--- src/rtl/rtc_kw8.sv ---
// rtc_kw8 -- programmable real-time clock, IOT device 13.
// clk is divided down to a selectable tick rate. Each tick increments a
// 12-bit counter. When the counter overflows, a flag is set and the counter
// restarts from 0 (free-run) or from a buffer register (reload mode).
//
// Ports
//   clk          system clock (clk100 at top level)
//   reset        synchronous, active-high reset
//   clear        front-panel CLEAR; same effect as reset
//   state        CPU major state; an IOT is decoded only in F1
//   instruction  current instruction register (bit 11 = PDP-8 bit 0)
//   ac           accumulator (bit 11 = PDP-8 bit 0)
//   UF           user-mode flag; blocks IOT decode when 1
//   rtc_bus      read data to imux, 0 when not reading
//   skip         IOT skip request to imux
//   interrupt    flag & ie
//
// Bit numbering: the PDP-8 field [a:b] is vector bit [11-a:11-b].
// A CLK_HZ value below 10000 is illegal. The terminal counts truncate.
module rtc_kw8 #(
  parameter int          CLK_HZ = 100000000,
  parameter logic [5:0]  DEV    = 6'o13,
  // F1 encoding as defined in the shared CPU parameters
  parameter logic [4:0]  F1     = 5'd1
) (
  input  logic        clk,
  input  logic        reset,
  input  logic        clear,
  input  logic [4:0]  state,
  input  logic [11:0] instruction,
  input  logic [11:0] ac,
  input  logic        UF,
  output logic [11:0] rtc_bus,
  output logic        skip,
  output logic        interrupt
);

  localparam int PW = $clog2(CLK_HZ / 100);
  localparam logic [PW-1:0] TC_100  = PW'(CLK_HZ / 100 - 1);
  localparam logic [PW-1:0] TC_1K   = PW'(CLK_HZ / 1000 - 1);
  localparam logic [PW-1:0] TC_10K  = PW'(CLK_HZ / 10000 - 1);

  localparam logic [2:0] CLNOP = 3'd0, CLSK = 3'd1, CLLR = 3'd2, CLAB = 3'd3,
                         CLRC  = 3'd4, CLRS = 3'd5, CLCL = 3'd6, CLSI = 3'd7;

  logic [11:0]   cnt, reload_buf;
  logic [1:0]    rate;
  logic          ie, mode, flag;
  logic [PW-1:0] pre, tc;
  logic          hit, tick, ovf;
  logic [2:0]    fn;

  assign hit  = (state == F1) && (instruction[11:9] == 3'o6) &&
                (instruction[8:3] == DEV) && !UF;
  assign fn   = instruction[2:0];

  always_comb begin
    tc = '0;
    case (rate)
      2'b01:   tc = TC_100;
      2'b10:   tc = TC_1K;
      2'b11:   tc = TC_10K;
      default: tc = '0;
    endcase
  end

  assign tick = (rate != 2'b00) && (pre == tc);
  assign ovf  = tick && (cnt == 12'o7777);

  always_ff @(posedge clk) begin
    if (reset || clear) begin
      cnt        <= '0;
      reload_buf <= '0;
      rate       <= '0;
      ie         <= 1'b0;
      mode       <= 1'b0;
      flag       <= 1'b0;
      pre        <= '0;
    end else begin
      if (rate == 2'b00 || tick) pre <= '0;
      else                       pre <= pre + PW'(1);

      if (tick) cnt <= ovf ? (mode ? reload_buf : 12'o0000) : cnt + 12'd1;

      // A flag clear and an overflow on the same edge leave the flag set.
      if (hit && (fn == CLSK || fn == CLCL)) flag <= 1'b0;
      if (ovf)                               flag <= 1'b1;

      // These IOTs come last so they override the prescaler and counter
      // updates above. A tick that coincides with CLAB is lost. A tick that
      // coincides with CLLR has already reached cnt.
      if (hit) begin
        case (fn)
          CLLR: begin
            rate <= ac[11:10];
            ie   <= ac[9];
            mode <= ac[8];
            pre  <= '0;
          end
          CLAB: begin
            reload_buf <= ac;
            cnt        <= ac;
            pre        <= '0;
          end
          default: ;
        endcase
      end
    end
  end

  always_comb begin
    rtc_bus = '0;
    skip    = 1'b0;
    if (hit) begin
      case (fn)
        CLSK:    skip    = flag;
        CLSI:    skip    = flag & ie;
        CLRC:    rtc_bus = cnt;
        CLRS:    rtc_bus = {rate, ie, mode, 7'b0, flag};
        default: ;
      endcase
    end
  end

  assign interrupt = flag & ie;

endmodule
--- config.mk ---
export PLATFORM = sky130hd
export DESIGN_NAME = rtc_kw8
export DESIGN_NICKNAME = d
export VERILOG_FILES = /design/src/rtl/rtc_kw8.sv
export SDC_FILE = /design/constraint.sdc
export NUM_CORES = 1
export LEC_CHECK = 0
export ABC_AREA = 1
export CAP_MARGIN = 20
export CORE_ASPECT_RATIO = 1.1
export CORE_MARGIN = 4
export CORE_UTILIZATION = 35
export CTS_CLUSTER_DIAMETER = 100
export CTS_CLUSTER_SIZE = 25
export DETAILED_ROUTE_END_ITERATION = 10
export PLACE_DENSITY = 0.66
export SYNTH_ARGS = -nofsm -noshare
export SYNTH_HDL_FRONTEND = slang
export SYNTH_SLANG_ARGS = --single-unit
export TNS_END_PERCENT = 20
--- constraint.sdc ---
create_clock -name clk -period 2.67 [get_ports clk]
set_input_delay 0.4005 -clock clk [delete_from_list [all_inputs] [get_ports clk]]
set_output_delay 0.4005 -clock clk [all_outputs]
set_load 0.05 [all_outputs]
# == Word level (Yosys, flattened, before mapping) ==
# Cells that the tools add are included.
# word_totals
inputBits,33
elab_cells,56
ff_bits,49
# classes
bitwise,1
n_eq_ne,15
n_mux,15
n_addsub,2
reduce_logical,16
# ops
operator,count
$mux 12,6
$mux 20,3
$pmux 20 s3,1
$pmux 12 s2,1
$add 20x1->20 const B,1
$eq 20x20->1,1
$eq 3x3->1 const B,5
$add 12x1->12 const B,1
$eq 12x12->1 const B,1
$eq 3x2->1 const B,2
$eq 6x4->1 const B,1
$logic_and 1x1->1,6
$eq 5x1->1 const B,1
$eq 2x2->1 const B,2
$reduce_and 2->1,2
$reduce_bool 2->1,2
$eq 3x1->1 const B,1
$logic_or 1x1->1,3
$mux 1,3
$eq 2x1->1 const B,1
$logic_not 2->1,1
$pmux 1 s2,1
$reduce_or 2->1,1
$and 1x1->1,1
$logic_not 1->1,1

# == Logic depth before layout (Yosys ltp) ==
# Gate-level depths: netlist (run 1).
# depth
word_depth,9
ltp_mapped,15

# == Worst setup path after synthesis (run 1) ==
# No wires, ideal clock.
# synth_timing
kind,input port to output port
startpoint,input instruction[0]
endpoint,output rtc_bus[1]
slack_ns,0.203
required_time_ns,2.270
cell_stages,5
arrival_time_ns,2.066
n_path_buf,2
cell_sequence,clkbuf_1 -> inv_1 -> nand3_1 -> clkbuf_1 -> nor3_1
# synth_via
elab_chain_len,3
word_cells_on_any_way,4
cone_classes,eq/ne (2); mux (2)
# synth_rtl
item,line,text
"start, declared",30,"input logic [11:0] instruction,"
$eq 3x3->1,115,case (fn)
$pmux 12 s2 *,115,
$mux 12 *,114,if (hit) begin
"end, declared",33,"output logic [11:0] rtc_bus,"
# Every way passes the cells marked *; elsewhere a longest branch is shown, timed or not.

# == Final worst setup path (run 1) ==
# layout_timing
startpoint,input state[0]
endpoint,output rtc_bus[3]
# layout_via
elab_chain_len,5
# layout_rtl
item,line,text
"start, declared",29,"input logic [4:0] state,"
$eq 5x1->1,53,assign hit = (state == F1) && (instruction[11:9] == 3'o6) &&
$logic_and 1x1->1 (2 in series),53,
$logic_and 1x1->1,54,(instruction[8:3] == DEV) && !UF;
$mux 12,114,
# No other way between the ends.

==> results_dict.tcl, run 1 <==
set metrics [dict create \
    n_fill_cell 911 \
    grt_pass1_vias 3210 \
    fin_worst_skew_ns 0.009708 \
    grt_usage 0.1566 \
    yosysUniqueCellTypes 34 \
    ys.flop_type "dfxtp_1" \
    antennaDiodeCount 0 \
    cp_max_fo 8 \
    drive_gt1_frac 0.09222 \
    grt_start_max_net_pins 26 \
    crit_type "input pin to primary output" \
    syn-cell-area_sq_um 3244 \
    path_clk_slew_ns 0.09 \
    finalCritPeriodShare 0.9237 \
    slew_headroom 0.4861 \
    min_period_ns 2.466 \
    top_level_ports 47 \
    h-tree-depth 2 \
    grt_pass1_wl_um 14180 \
    gr-total-overflow 0 \
    maxCapViolCount 0 \
    viasPerCell 4.850 \
    drv_slew 0 \
    register_area_sq_um 980.9 \
    dieArea_sq_um 10880 \
    drt_iter0_markers 156 \
    ys_warn_count 0 \
    rsz0062_at_grt "no" \
    synth_nets 548 \
    dr.pass1.iters 4 \
    cts_tree "done" \
    syn_inst 509 \
    place.port_buffers 46 \
    wire_per_inst_um 12.04 \
    dp_hpwl_um 6299 \
    hold_class "flop to flop" \
    syn-mean-instance-area_sq_um 6.374 \
    cts-buffers-inserted 5 \
    postCtsSetupBuffers 0 \
    ctsResizeCount 0 \
    ys_seq_elements 49 \
    drtAntennaViolNets 0 \
    fin_total_pwr_w 0.001287 \
    drc 0 \
    cts_root_buf "clkbuf_8" \
    place_congestion 0.8987 \
    cellLeakagePower_nw 1.534 \
    core_sq_um 8964 \
    clockBufferDepth 2 \
    vias 3235 \
    yosys-top-cells-area "dfxtp_1 (30%), nand2_1 (15%), inv_1 (7.9%)" \
    synth_area_leader_cell "dfxtp_1" \
    clock-sinks 49 \
    tightest_slew_ns 0.7701 \
    fmax_mhz 405.5 \
    syn2layout_area_growth_pct 24.26 \
    yosysSeqAreaShare 0.3024 \
    irDropWorstVdd_uv 170.7 \
    crit_arrival_ns 2.07 \
    finalSetupTns_ns 0 \
    powerDensity_nw_per_um2 319.2 \
    status "completed" \
    floorplan.initialDensity 0.3619 \
    drt-total-wl_um 8029 \
    antenna_found_initial 0 \
    async_flop_share 0 \
    netlist.area_leader.share 0.3024 \
    synth-edff-count 0 \
    cp-end-kind "primary output" \
    setup_viol 0 \
    multi_input_area_sq_um 1907 \
    die_height_um 109.0 \
    holdBufCountCts 0 \
    critPathRequiredTime_ns 2.27 \
    startpoint_type "input pin" \
    clk_latency_ns 0.30 \
    num_rows 36 \
    die_w_um 99.80 \
    finalNetCount 591 \
    timing_hold_violations_final 0 \
]
[where the power goes]
part / internal, W / leakage (nW) / total [W] / switching, W
registers: 0.000730 / 0.394 / 0.000730 / 0.000000000909
clock network: 0.000211 / 0.0512 / 0.000478 / 0.000267
logic: 0.0000474 / 1.09 / 0.0000785 / 0.0000311
total: 0.000989 / 1.53 / 0.00129 / 0.000298
[metal layers]
metal / global-route usage / share of wire
met4: 0.04780 / 0.016
met3: 0.02687 / 0.034
met1: 0.1856 / 0.44
met2: 0.2865 / 0.51
met5: 0 / 0
[stage by stage]
step | std cells | util | area (sq um) | hold slack, ns | worst slack, ns
floorplan | 509 | - | 3244 | 0.4442 | 0.2033
global placement | 659 | 0.4390 | 3935 | 0.4527 | 0.2080
detailed placement | 659 | 0.4390 | 3935 | 0.4580 | 0.2078
CTS | 667 | 0.4497 | 4031 | 0.4717 | 0.1830
global route | 667 | 0.4497 | 4031 | 0.4991 | 0.04594
finish | 667 | 0.4497 | 4031 | 0.4737 | 0.2037
[final timing paths]
| check | from | end | slack [ns] | depth (start not counted) |
|---|---|---|---|---|
| min | reload_buf[11] | reload_buf[11] | 0.47 | 2 |
| max | state[0] | rtc_bus[3] | 0.20 | 9 |
| min reg2reg | reload_buf[11] | reload_buf[11] | 0.47 | 2 |
| max reg2reg | rate[1] | cnt[5] | 0.47 | 13 |
[critical path: stages]
cell,delay [ns]
clkdlybuf4s50_1,0.45
inv_1,0.04
nor2_1,0.08
nand3_1,0.07
nor2_1,0.11
and2_1,0.19
inv_1,0.17
nor3_1,0.36
buf_12,0.19
[cells in the mapped netlist, types with 9 or more instances]
master and n:
inv_1 68, nand4_1 11, xor2_1 17, o21ai_0 9, dfxtp_1 49, nand3_1 38, xnor2_1 12, nand2_1 133
nor2_1 61, a21oi_1 32, nor3_1 19
[area by class of cell]
cell class / instances / share of cell area
Multi-Input combinational cell: 373 / 0.4730
Timing Repair Buffer: 52 / 0.1577
Tap cell: 114 / 0.03538
Clock buffer: 6 / 0.02048
Sequential cell: 49 / 0.2433
Inverter: 71 / 0.06673
Clock inverter: 2 / 0.003414
[cell usage in the layout (no fill, tap or decap), types with 5 or more instances in the layout]
cell / n
clkdlybuf4s50_1: 33
xor2_1: 17
clkbuf_8: 6
buf_12: 13
buf_4: 6
nand3_1: 38
xnor2_1: 12
dfxtp_1: 49
nand3_2: 6
ha_1: 6
inv_1: 68
nor2_2: 6
o22ai_1: 5
nor3_1: 19
a21oi_1: 32
o21ai_0: 9
nand2_1: 133
nand4_1: 11
nor2_1: 61
[cell families (layout without fill, tap and decap cells)]
kind of cell	count (synthesis)	count (layout)	share of synthesized area
XOR/XNOR	29	29	0.07829
AND/OR/NAND/NOR	286	286	0.4019
flip-flops	49	49	0.3024
adder cells (fa/ha/maj)	6	6	0.02314
buffers and inverters	87	131	0.1099
AO/OA/AOI/OAI	52	52	0.08446
[state kept, by name (all words and copies together) (netlist names)]
signal      count
cnt            12
ie              1
reload_buf     12
rate            2
mode            1
flag            1
pre            20
Power figures use the tool's default switching activity.
==> run 2: changes to the inputs <==
--- a/config.mk
+++ b/config.mk
@@ -14,6 +14,7 @@
 export CTS_CLUSTER_SIZE = 25
 export DETAILED_ROUTE_END_ITERATION = 10
 export PLACE_DENSITY = 0.66
+export SKIP_CTS_REPAIR_TIMING = 1
 export SYNTH_ARGS = -nofsm -noshare
 export SYNTH_HDL_FRONTEND = slang
 export SYNTH_SLANG_ARGS = --single-unit
==> results of run 2 <==
The final DEF is identical to that of run 1; final timing and power are the same.
